==> config.mk <==
export PLATFORM = sky130hd
export DESIGN_NAME = fifo_rd_ctrl
export DESIGN_NICKNAME = d
export VERILOG_FILES = /design/src/rtl/fifo_pkg.sv /design/src/rtl/fifo_gray2bin.sv /design/src/rtl/fifo_rd_ctrl.sv
export SDC_FILE = /design/constraint.sdc
export NUM_CORES = 1
export LEC_CHECK = 0
export CAP_MARGIN = 40
export CORE_AREA = 8 8 59 61
export CTS_CLUSTER_DIAMETER = 60
export DETAILED_ROUTE_END_ITERATION = 16
export DIE_AREA = 0 0 67 69
export PLACE_DENSITY = 0.53
export SLEW_MARGIN = 20
export SYNTH_ARGS = -nofsm -noshare
export SYNTH_HDL_FRONTEND = slang
export SYNTH_SLANG_ARGS = --single-unit
export TNS_END_PERCENT = 5
==> constraint.sdc <==
create_clock -name r_clk -period 2.7 [get_ports r_clk]
set_input_delay 0.54 -clock r_clk [delete_from_list [all_inputs] [get_ports r_clk]]
set_output_delay 0.54 -clock r_clk [all_outputs]
set_load 0.02 [all_outputs]
==> src/rtl/fifo_pkg.sv <==
// Shared pointer arithmetic for the async FIFO read/write controllers.
// Functions work on zero-extended vectors, so callers truncate to their own pointer width.
package fifo_pkg;

    localparam int FIFO_ADDR_W = 3;
    localparam int FIFO_PTR_W  = FIFO_ADDR_W + 1;
    localparam int FIFO_DEPTH  = 2 ** FIFO_ADDR_W;
    localparam int FIFO_MAX_W  = 32;

    function automatic logic [FIFO_MAX_W-1:0] bin2gray(input logic [FIFO_MAX_W-1:0] b);
        return b ^ (b >> 1);
    endfunction

    function automatic logic [FIFO_MAX_W-1:0] gray2bin(input logic [FIFO_MAX_W-1:0] g);
        logic [FIFO_MAX_W-1:0] b;
        b[FIFO_MAX_W-1] = g[FIFO_MAX_W-1];
        for (int i = FIFO_MAX_W - 2; i >= 0; i--) begin
            b[i] = b[i+1] ^ g[i];
        end
        return b;
    endfunction

endpackage

==> src/rtl/fifo_gray2bin.sv <==
// Gray-to-binary converter: each binary bit is the XOR of all Gray bits at or above it.
// Purely combinational, zero latency, no flow control.
module fifo_gray2bin #(
    parameter int WIDTH = 4
) (
    input  logic [WIDTH-1:0] gray_i,
    output logic [WIDTH-1:0] bin_o
);

    for (genvar i = 0; i < WIDTH; i++) begin : g_bit
        assign bin_o[i] = ^gray_i[WIDTH-1:i];
    end

endmodule

==> src/rtl/fifo_rd_ctrl.sv <==
// Async FIFO read-side controller: registered empty/level/almost-empty, 1-cycle flag latency; reads while empty are refused and flagged.
// Optional saturating underflow counter on output underflow_cnt when FIFO_RD_UNDERFLOW_CNT_EN is defined.
module fifo_rd_ctrl
    import fifo_pkg::*;
#(
    parameter int ADDR_W    = FIFO_ADDR_W,
    parameter int AEMPTY_TH = 2
) (
    input  logic              r_clk,
    input  logic              r_rstn,
    input  logic              r_inc,
    input  logic [ADDR_W:0]   sync_wr_ptr,
    output logic              rd_en,
    output logic [ADDR_W-1:0] rd_addr,
    output logic [ADDR_W:0]   gray_rd_ptr,
    output logic              empty,
    output logic              almost_empty,
    output logic [ADDR_W:0]   rd_level,
    output logic              underflow
`ifdef FIFO_RD_UNDERFLOW_CNT_EN
    ,
    output logic [7:0]        underflow_cnt
`endif
);

    localparam int PTR_W = ADDR_W + 1;
    localparam logic [PTR_W-1:0] AE_TH = PTR_W'(AEMPTY_TH);

    logic [PTR_W-1:0] rd_ptr_q, rd_ptr_d;
    logic [PTR_W-1:0] gray_q, gray_d;
    logic [PTR_W-1:0] level_q, level_d;
    logic             empty_q, empty_d;
    logic             aempty_q, aempty_d;
    logic             uflow_q, uflow_d;
    logic [PTR_W-1:0] wr_bin;

    fifo_gray2bin #(.WIDTH(PTR_W)) u_wr_g2b (
        .gray_i (sync_wr_ptr),
        .bin_o  (wr_bin)
    );

    // The registered empty flag gates reads, so the pointer can never pass the write pointer.
    assign rd_en = r_inc & ~empty_q;

    always_comb begin
        rd_ptr_d = rd_ptr_q + PTR_W'(rd_en);
        gray_d   = rd_ptr_d ^ (rd_ptr_d >> 1);
        level_d  = wr_bin - rd_ptr_d;
        empty_d  = (gray_d == sync_wr_ptr);
        aempty_d = (level_d <= AE_TH);
        uflow_d  = r_inc & empty_q;
    end

    always_ff @(posedge r_clk) begin
        if (!r_rstn) begin
            rd_ptr_q <= '0;
            gray_q   <= '0;
            level_q  <= '0;
            empty_q  <= 1'b1;
            aempty_q <= 1'b1;
            uflow_q  <= 1'b0;
        end else begin
            rd_ptr_q <= rd_ptr_d;
            gray_q   <= gray_d;
            level_q  <= level_d;
            empty_q  <= empty_d;
            aempty_q <= aempty_d;
            uflow_q  <= uflow_d;
        end
    end

    assign rd_addr      = rd_ptr_q[ADDR_W-1:0];
    assign gray_rd_ptr  = gray_q;
    assign empty        = empty_q;
    assign almost_empty = aempty_q;
    assign rd_level     = level_q;
    assign underflow    = uflow_q;

`ifdef FIFO_RD_UNDERFLOW_CNT_EN
    logic [7:0] uf_cnt_q, uf_cnt_d;

    // Counts registered underflow pulses; sticks at all-ones, cleared only by reset.
    always_comb begin
        uf_cnt_d = uf_cnt_q;
        if (uflow_q && (uf_cnt_q != 8'hFF)) begin
            uf_cnt_d = uf_cnt_q + 8'd1;
        end
    end

    always_ff @(posedge r_clk) begin
        if (!r_rstn) begin
            uf_cnt_q <= '0;
        end else begin
            uf_cnt_q <= uf_cnt_d;
        end
    end

    assign underflow_cnt = uf_cnt_q;
`endif

endmodule

Word level (Yosys, flattened, before mapping). Cells that the tools add are included. W data, S select, Z words.

Flip-flop bits (word level): 15. Input bits: 7. Output and inout port bits: 15. Word-level logic and storage cells: 17.

$add $sub $neg: 2. Order comparisons: 1. Equality and inequality tests: 1. Bitwise operators: 4. Reductions and logical operators: 3.

Operators with widths (count): $add A4 B1 Y4 (1); $eq A4 B4 Y1 (1); $le A4 B2 Y1 const B (1); $reduce_xor A4 Y1 (1); $sub A4 B4 Y4 (1); $xor A4 B3 Y4 (1); $reduce_xor A3 Y1 (1); $and A1 B1 Y1 (2); $reduce_xor A2 Y1 (1); $not A1 Y1 (1).

Logic depth before layout (Yosys ltp).
Word-level depth: 5. Mapped depth: 10.

Cells and area by module. Synthesis repeated with hierarchy kept, for this count alone.

Cell total of the unflattened synthesis: 64. Area total of the unflattened synthesis: 723.2 µm².

By module, submodules not included: fifo_rd_ctrl (instances 1, cells an instance 59, area each 673.1 µm², sequential area each 280.3 µm²); fifo_gray2bin (instances 1, cells an instance 5, area each 50.0 µm², sequential area each 0.0 µm²).

Worst setup path before layout. OpenSTA, ideal clock, no wires.

Path type: input -> register. From: in r_inc. To: reg level_q[3], in the netlist rd_level[3]. Data arrival time: 2.837 ns. Slack: -0.253 ns. Stages: 10. Path buffers: 0. Path through: nor2b_1 > ha_1 > ha_1 > xor2_1 > inv_1 > ha_1 > and2b_1 > a221oi_2 > xnor2_1 > and2_2.

Cells in the longest elaborated chain, start to end: 3.

RTL lines: start: declaration (RTL line fifo_rd_ctrl.sv:11) `input logic r_inc,`; $and A1 B1 Y1 (RTL line fifo_rd_ctrl.sv:43) `assign rd_en = r_inc & ~empty_q;`; $add A4 B1 Y4 (RTL line fifo_rd_ctrl.sv:46) `rd_ptr_d = rd_ptr_q + PTR_W'(rd_en);`; $sub A4 B4 Y4 (RTL line fifo_rd_ctrl.sv:48) `level_d = wr_bin - rd_ptr_d;`; end signal: assignment (RTL line fifo_rd_ctrl.sv:65) `level_q <= level_d;`; end: declaration (RTL line fifo_rd_ctrl.sv:31) `logic [PTR_W-1:0] level_q, level_d;`.

No other way between the ends. A chain may end at the register's enable or synchronous reset.

Worst setup path in the final report.
From: in sync_wr_ptr[2]. To: reg level_q[3], in the netlist rd_level[3].

Cells in the longest elaborated chain, start to end: 2. Elaborated cells between the ends (all ways): 4.

RTL lines: start: declaration (RTL line fifo_rd_ctrl.sv:12) `input logic [ADDR_W:0] sync_wr_ptr,`; $reduce_xor A4 Y1, or another cell as far along (RTL line fifo_gray2bin.sv:11) `assign bin_o[i] = ^gray_i[WIDTH-1:i];`; $sub A4 B4 Y4 (*) (RTL line fifo_rd_ctrl.sv:48).

Every way passes the cells marked *; elsewhere a longest branch is shown, timed or not.

==> qor.yml <==
yosys:
  synth_cell_types: 24
  ys_seq_elements: 14
  syn-num-nets: 85
  synth_cells: 73
  synth_area_um2: 733
  synth_warnings: 0
  syn_area_per_cell_um2: 10.0
  ys_seq_area_share_pct: 38.2
final_layout:
  syn_to_final_growth_pct: 53.9
  final_common_cell: "clkdlybuf4s50_1"
  fill_cells: 265
  nets: 121
  antenna_cells: 0
  layout_common_cells: "20 x clkdlybuf4s50_1, 14 x dfxtp_1, 11 x buf_4, 9 x nor2_1, 8 x xnor2_1"
  drive_above_1_share_pct: 25.9
  finalNonFillerCells: 139
floorplanning:
  std_cell_rows: 19
  die_area_um2: 4620
  die_y_um: 69
  io_pins: 22
  start_util_pct: 28.0
  die_w_um: 67
  core_um2: 2620
worst_setup_path:
  cp_max_fo: 3
  cp.arrival_ns: 2.84
  path_class: "input port to flip-flop"
  setup.worst_path.start_class: "input port"
  required_ns: 2.88
  cp-end-kind: "flip-flop"
timing:
  maxSlewHeadroom_pct: 78.7
  setup_tns_ns: 0
  setup-violations-final: 0
  max_freq_ghz: 0.376
  hold_viol: 0
  report.final.slew_viol_count: 0
  tightest_slew_ns: 0.319
  finClkSkew_ns: 0.00611
  rsz0062_at_grt: "false"
  fin_crit_sh_pct: 98.4
  layout_min_cycle_time_ns: 2.66
power_and_ir_drop:
  vdd_ir_drop_max_mv: 0.248
  clkPwrFrac_pct: 24.7
  p_sw_share_pct: 28.6
  p_per_area_nw_per_um2: 530
  power.leakage_nw: 0.474
  seqPwrFrac_pct: 39.5
  power_switching_mw: 0.171
  power_frac_comb_pct: 35.8
  p_int_mw: 0.427
status:
  status: "finished, final reports clean"
run:
  maxCapViolations: 0
routing:
  drtPass1Iterations: 4
  dr_total_vias: 595
  detail_route.wirelength_um: 1600
  wire_per_inst_um: 11.5
  ant_nets: 0
  viasPerCell: 4.28
  drt_iter0_drc: 15
  drcViolationCount: 0
global_routing:
  grt_max_degree: 9
  track_usage_pct: 7.17
  grt_pass1_wl_um: 2530
  antenna_found_initial: 0
  grt_overflow: 0
  grt_pass1_vias: 565
clock_network:
  clkTransAtPathRegs_ns: 0.08
  numCtsBuffers: 3
  clockRootBuffer: "clkbuf_4"
  cts_tree: "yes"
  cts_max_level: 1
  cts_sinks: 14
  clock_latency_ns: 0.28
  ctsHoldBuffers: 0
  cts_buffer_depth: 2
place:
  finalWeightedCongestion: 0.813
  dpl.cell_count: 134
  post-dp-hpwl_um: 1320
  io_buffers: 21
min_path:
  hold_path.class: "flip-flop to flip-flop"
==> flip-flops by register name (all words and copies together) (netlist names) <==
| register | cells |
|---|---|
| rd_level | 4 |
| rd_ptr_q | 4 |
| gray_rd_ptr | 3 |
| almost_empty | 1 |
| empty | 1 |
| underflow | 1 |
==> synthesized netlist by cell type <==
master / n / area share, %
a211oi_2: 1 / 1.7
a21oi_1: 2 / 1.4
a221oi_2: 1 / 2.0
and2_1: 5 / 4.3
and2_2: 1 / 1.0
and2b_1: 2 / 2.0
and3_1: 1 / 0.85
buf_6: 1 / 1.5
dfxtp_1: 14 / 38
ha_1: 5 / 8.5
inv_1: 5 / 2.6
mux2_4: 1 / 2.0
nand2_1: 1 / 0.51
nand3_1: 2 / 1.4
nor2_1: 9 / 4.6
nor2b_1: 2 / 1.7
nor3_1: 2 / 1.4
o21ai_0: 1 / 0.68
o21ai_1: 1 / 0.68
o21bai_2: 1 / 1.5
xnor2_1: 8 / 9.6
xnor3_4: 1 / 3.6
xor2_1: 5 / 6.0
xor2_2: 1 / 2.2
==> path summary, 6_finish.rpt <==
kind	end	slack (ns)	startpoint	depth (start not counted)
setup / recovery	rd_level[3]	0.04	sync_wr_ptr[2]	9
hold / removal	underflow	0.53	empty	1
setup reg to reg	rd_level[3]	0.52	empty	10
hold reg to reg	underflow	0.53	empty	1
==> repair_timing <==
action                     in CTS  in global routing
cloned                          0                  0
resized for setup               2                  4
setup endpoints to repair       1                  2
pin swaps                       3                  3
setup buffers                   0                  1
==> worst max-delay path, stage by stage <==
cell             delay (ns)
clkdlybuf4s50_1        0.51
xnor3_4                0.42
xor2_2                 0.15
ha_2                   0.20
and2b_1                0.18
mux2_4                 0.27
a221oi_2               0.26
xnor2_1                0.13
and2_2                 0.20
==> layout make-up <==
class | instances | area, µm² | area share (%)
sequential | 14 | 280 | 24.8
timing repair buffer | 32 | 292 | 25.8
clock buffer | 4 | 36.3 | 3.22
multi-input combinational | 53 | 463 | 41.0
tap | 31 | 38.8 | 3.44
inverter | 5 | 18.8 | 1.66
==> per-layer routing <==
| metal | global-route usage [%] | routed length (µm) | up-vias |
|---|---|---|---|
| met2 | 11.6 | 798 | 20 |
| met5 | 0 | 0 | - |
| met1 | 7.28 | 612 | 268 |
| li1 | - | - | 301 |
| met4 | 7.91 | 82 | 0 |
| met3 | 0.646 | 103 | 6 |
==> through the flow <==
step	instance area, µm²	hold WS, ns	util (%)	worst slack, ns	total power [mW]
floorplan	748	0.603	-	0.0600	0.363
global placement	1060	0.533	40.6	-0.284	0.451
detailed placement	1060	0.538	40.6	-0.318	0.452
CTS	1100	0.540	42.0	0.0300	0.599
global route	1130	0.557	43.2	0.00155	0.642
finish	1130	0.534	43.2	0.0425	0.598
==> logic make-up after synthesis <==
logic type | synth area share [%]
mux | 2.05
buf+inv | 4.10
xor+xnor | 21.3
fa+ha+maj | 8.53
flops | 38.2
compound gates | 8.02
simple gates | 17.7
==> power by group through the flow <==
stage	clock, mW	sequential [mW]	combinational (mW)
5_1_grt	0.169	0.239	0.234
3_5_place_dp	0	0.241	0.211
3_3_place_gp	0	0.241	0.210
2_1_floorplan	0	0.270	0.0927
6_report	0.147	0.236	0.214
4_1_cts	0.151	0.236	0.212
Power figures use the tool's default switching activity.
==> edit 1, RTL diff (config.mk and constraints unchanged) <==
Change the package constant `FIFO_ADDR_W` from 3 to 4.
--- a/src/rtl/fifo_pkg.sv
+++ b/src/rtl/fifo_pkg.sv
@@ -4,3 +4,3 @@
 
-    localparam int FIFO_ADDR_W = 3;
+    localparam int FIFO_ADDR_W = 4;
     localparam int FIFO_PTR_W  = FIFO_ADDR_W + 1;
Ports: changed (resized gray_rd_ptr, rd_addr, rd_level and sync_wr_ptr); port bits go from 22 to 26. The function was not compared with the original's and may differ.
==> edit 1 against the unedited design <==
Worst setup slack better by 130 ps. Area after synthesis grew 28%. Die area unchanged. Routed wire length rose by 48%. Sequential power increased by 21%. Design area increased by 36%. First-iteration DRC count did not move. Sequential cell count up 3. Hold slack improved by 9.4 ps. Total power is 29% higher. Critical endpoint is now almost_empty.
==> edit 1: results (changes against the unedited design) <==
status: complete, no violations
routed len/inst: 12.93 µm (+13%)
final WL: 2.366 mm (+48%)
Setup Skew: 4.938 ps (-1.176 ps)
Slowest-stage cell, CP: dlygate4sd2_1
layout cells sized above 1: 27.63% (+1.7 points)
vias post-DR: 849 (+43%)
total track usage: 10.85% (+3.7 points)
top post-synthesis cells by area: dfxtp_1, xnor2_1, ha_1, nor2_1, xnor2_2
sequential-to-total area share from yosys stat: 36.12% (-2.1 points)
Commonest cells post-synth: dfxtp_1, nor2_1, xnor2_1
Port Buffers: 25 (+19%)
largest net degree at the start of global routing: 11 (+2)
Num CTS Buffers: 3 (unchanged)
Worst R2R Setup Slack: 330 ps (-190 ps)
DRT antenna net count: 0 (unchanged)
share of the synthesized area in the top cell type: 36.12% (-2.1 points)
fillcell total: 253 (-4.5%)
Post-synth ARST share: 0% (unchanged)
Peak VDD IR: 0.3095 mV (+25%)
synth unique cells: 32 (+33%)
Multi-input gate area: 676.9 µm² (+46%)
dpl hpwl: 1.974 mm (+49%)
maximum fanout along the worst path: 2 (-1)
Syn Nets: 113 (+33%)
Pleak: 0.6555 nW (+38%)
antenna violations before repair: 0 (unchanged)
nets: 167 (+38%)
synth warn: 0 (unchanged)
Worst path max stage delay: 290 ps (-220 ps)
CP arrival: 2690 ps (-150 ps)
Placer Congestion: 0.9515 (+17%)
placed inst area: 0.001461 mm² (+38%)
relative slew slack: 79.44% (+0.77 points)
Post-Synthesis Cells: 99 (+36%)
global-route wire length before repair: 3.953 mm (+56%)
placed insts: 177 (+32%)
edit 1: changes by cell type in the layout (fill, tap and decap cells not counted), sizes merged, moves of 3 or more:
cell and change:
dfxtp +3, buf +14, nor2 +4, xnor2 +6
a21o +3
edit 1: layout make-up:
| cell class | count | share of cell area [%] |
|---|---|---|
| well taps | 31 | 2.520 |
| inverters | 4 | 1.138 |
| clock buffers | 4 | 1.707 |
| flip-flops and latches | 17 | 22.11 |
| repair buffers | 50 | 28.54 |
| multi-input cells | 77 | 43.98 |
edit 1: path summary, 6_finish.rpt:
path                  startpoint           end  cells after the start
setup / recovery  sync_wr_ptr[4]  almost_empty                     13
hold / removal             empty     underflow                      1
setup reg to reg           empty  almost_empty                     11
hold reg to reg            empty     underflow                      1
edit 1: cell families (layout without fill, tap and decap cells):
group,after synthesis,count (layout),synth area share (%)
multiplexers,2,2,2.125
adder cells (fa/ha/maj),6,6,7.968
flip-flops,17,17,36.12
AO/OA/AOI/OAI,18,18,13.55
XOR/XNOR,20,20,21.78
AND/OR/NAND/NOR,31,31,16.34
buffers and inverters,5,58,2.124
edit 1: timing repair:
action	CTS	global route
setup buffers	2	0
endpoints found under the setup margin	2	2
gates resized for setup	8	4
pin swaps	5	3
hold buffers	0	0
edit 1: where the power goes:
| group | internal (mW) | leakage [nW] | switching (mW) |
|---|---|---|---|
| logic | 0.189 | 0.501 | 0.163 |
| registers | 0.276 | 0.140 | 0.00924 |
| clock network | 0.0575 | 0.0150 | 0.0758 |
edit 1: per-layer routing:
metal	vias to the layer above	routed length, µm	part of all wire (%)	track usage (%)
met1	383	1039	44	12.41
met4	0	87	3.7	7.442
met2	20	1106	47	17.66
met5	-	0	0	0
li1	439	-	-	-
met3	7	132	5.6	1.616
edit 1: metrics by stage:
| stage | power (mW) | hold WS (ps) | setup WS, ps |
|---|---|---|---|
| floorplan | 0.4754 | 602.7 | -36.66 |
| global placement | 0.6264 | 537.4 | -459.3 |
| detailed placement | 0.6284 | 537.3 | -472.6 |
| CTS | 0.7757 | 550.3 | 20.38 |
| global route | 0.8193 | 574.4 | 43.26 |
| finish | 0.7706 | 543.8 | 172.4 |
==> edit 2, RTL diff (same settings) <==
Without the edit above. Register the output `rd_level` once more, without a reset; this adds one clock of latency there. The other outputs are not delayed to match.
--- a/src/rtl/fifo_rd_ctrl.sv
+++ b/src/rtl/fifo_rd_ctrl.sv
@@ -75,3 +75,5 @@
     assign almost_empty = aempty_q;
-    assign rd_level     = level_q;
+    always_ff @(posedge r_clk) begin
+        rd_level <= level_q;
+    end
     assign underflow    = uflow_q;
Formal check against the unedited RTL: not equivalent (Yosys sat finds a counterexample within 4 cycles, from zero or initial values and one cycle with r_rstn low).
==> edit 2 against the unedited design <==
Sequential cell count rose by 4. Total power rose by 14%. Design area rose by 5.1%. Count of clock-buffer cells in the layout did not move. Area after synthesis rose by 9.4%. Worst setup slack improved by 100 ps. Sequential share of layout area rose by 5.5 points. Routed wire length fell by 1.6%. Die area did not move. Register-to-register slack improved by 20 ps. Critical path depth rose by 3. Largest cell class unchanged. Highest routed layer unchanged.
==> edit 2: results (changes against the unedited design) <==
status: complete, no violations
Hold Path Sink: rd_level[2]
post_cts resized: 0 (-2)
buffering overhead: 24.05% (-1.8 points)
Synth Area in XOR/XNOR: 19.34% (-2.0 points)
vias per inst: 4.206 (-1.7%)
Worst Hold Depth: 0 (-1)
dpl hpwl: 1.317 mm (-0.57%)
global-route wire length before repair: 2.725 mm (+7.6%)
Peak VDD IR: 0.3527 mV (+42%)
Synth Area in Compound Gates: 7.488% (-0.53 points)
DRT iter0 DRCs: 4 (-11)
top post-synthesis cells by area: dfxtp_1, xor2_1, ha_1, xnor2_1, and2_1
placed inst area: 0.001127 mm² (+6.2%)
total track usage: 7.270% (+0.10 points)
Final Core Density: 45.36% (+2.2 points)
Commonest cells post-synth: dfxtp_1, and2_1, xor2_1
r2r worst-path depth: 11 (+1)
R2R Path End: almost_empty
nets: 123 (+1.7%)
Seq cells: 18 (+4)
maximum fanout along the worst path: 2 (-1)
Setup Skew: 4.782 ps (-1.333 ps)
CP arrival: 2720 ps (-120 ps)
power per cell area: 574.4 mW/mm² (+8.4%)
Post-Synthesis Cells: 77 (+5.5%)
synth unique cells: 22 (-8.3%)
clock-cell share of area: 3.059% (-0.16 points)
clock-pin slew on the worst setup and hold paths: 100 ps (+20 ps)
Syn Nets: 89 (+4.7%)
relative slew slack: 72.69% (-6.0 points)
Worst R2R Setup Slack: 540 ps (+20 ps)
First-pass DRT Iterations: 3 (-1)
hold slack: 335.6 ps (-198.8 ps)
sequential-to-total area share from yosys stat: 44.93% (+6.7 points)
## edit 2: cell count changes in the layout (fill, tap and decap cells not counted), sizes merged, moves of 2 or more
cell / unedited run / this run
dfxtp: 14 / 18
nor2b: 2 / 5
and2b: 2 / 0
nor2: 9 / 3
and2: 6 / 9
xor2: 6 / 8
## edit 2: cells by family (layout without fill, tap and decap cells)
family / after synthesis / in the layout
flops: 18 / 18
buf+inv: 7 / 40
compound gates: 8 / 8
mux: 1 / 1
fa+ha+maj: 5 / 5
simple gates: 22 / 22
xor+xnor: 16 / 16
## edit 2: worst max-delay path by stage
stage               start      endpoint  slack, ps
floorplan           r_inc    level_q[3]         80
global placement    r_inc    level_q[3]       -150
detailed placement  r_inc    level_q[3]       -200
CTS                 r_inc    level_q[3]        100
global route        r_inc  almost_empty         -5
finish              r_inc  almost_empty        140
## edit 2: power by group
part / internal, mW / switching, mW / leakage, nW
clock: 0.0820 / 0.0807 / 0.0210
sequential: 0.299 / 0.00888 / 0.149
combinational: 0.114 / 0.0967 / 0.339
## edit 2: metal layers
metal  wire length (µm)  track usage, %
met1                671           8.529
met2                773           11.70
met3                 96          0.9693
met4                 31           4.884
met5                  0               0
## edit 2: critical path, cell delays in order
cell             delay [ps]
clkdlybuf4s50_1         480
nor2b_4                 150
ha_2                    190
ha_2                    180
xor2_2                  160
inv_1                    90
ha_4                    240
inv_1                    70
nor2_1                   60
a221oi_2                280
xnor2_1                 180
a21oi_1                 100
## edit 2: through the flow
stage	setup slack, ps	instances
floorplan	78.04	77
global placement	-145.1	137
detailed placement	-199.9	137
CTS	102.6	141
global route	-5.335	141
finish	144.9	141
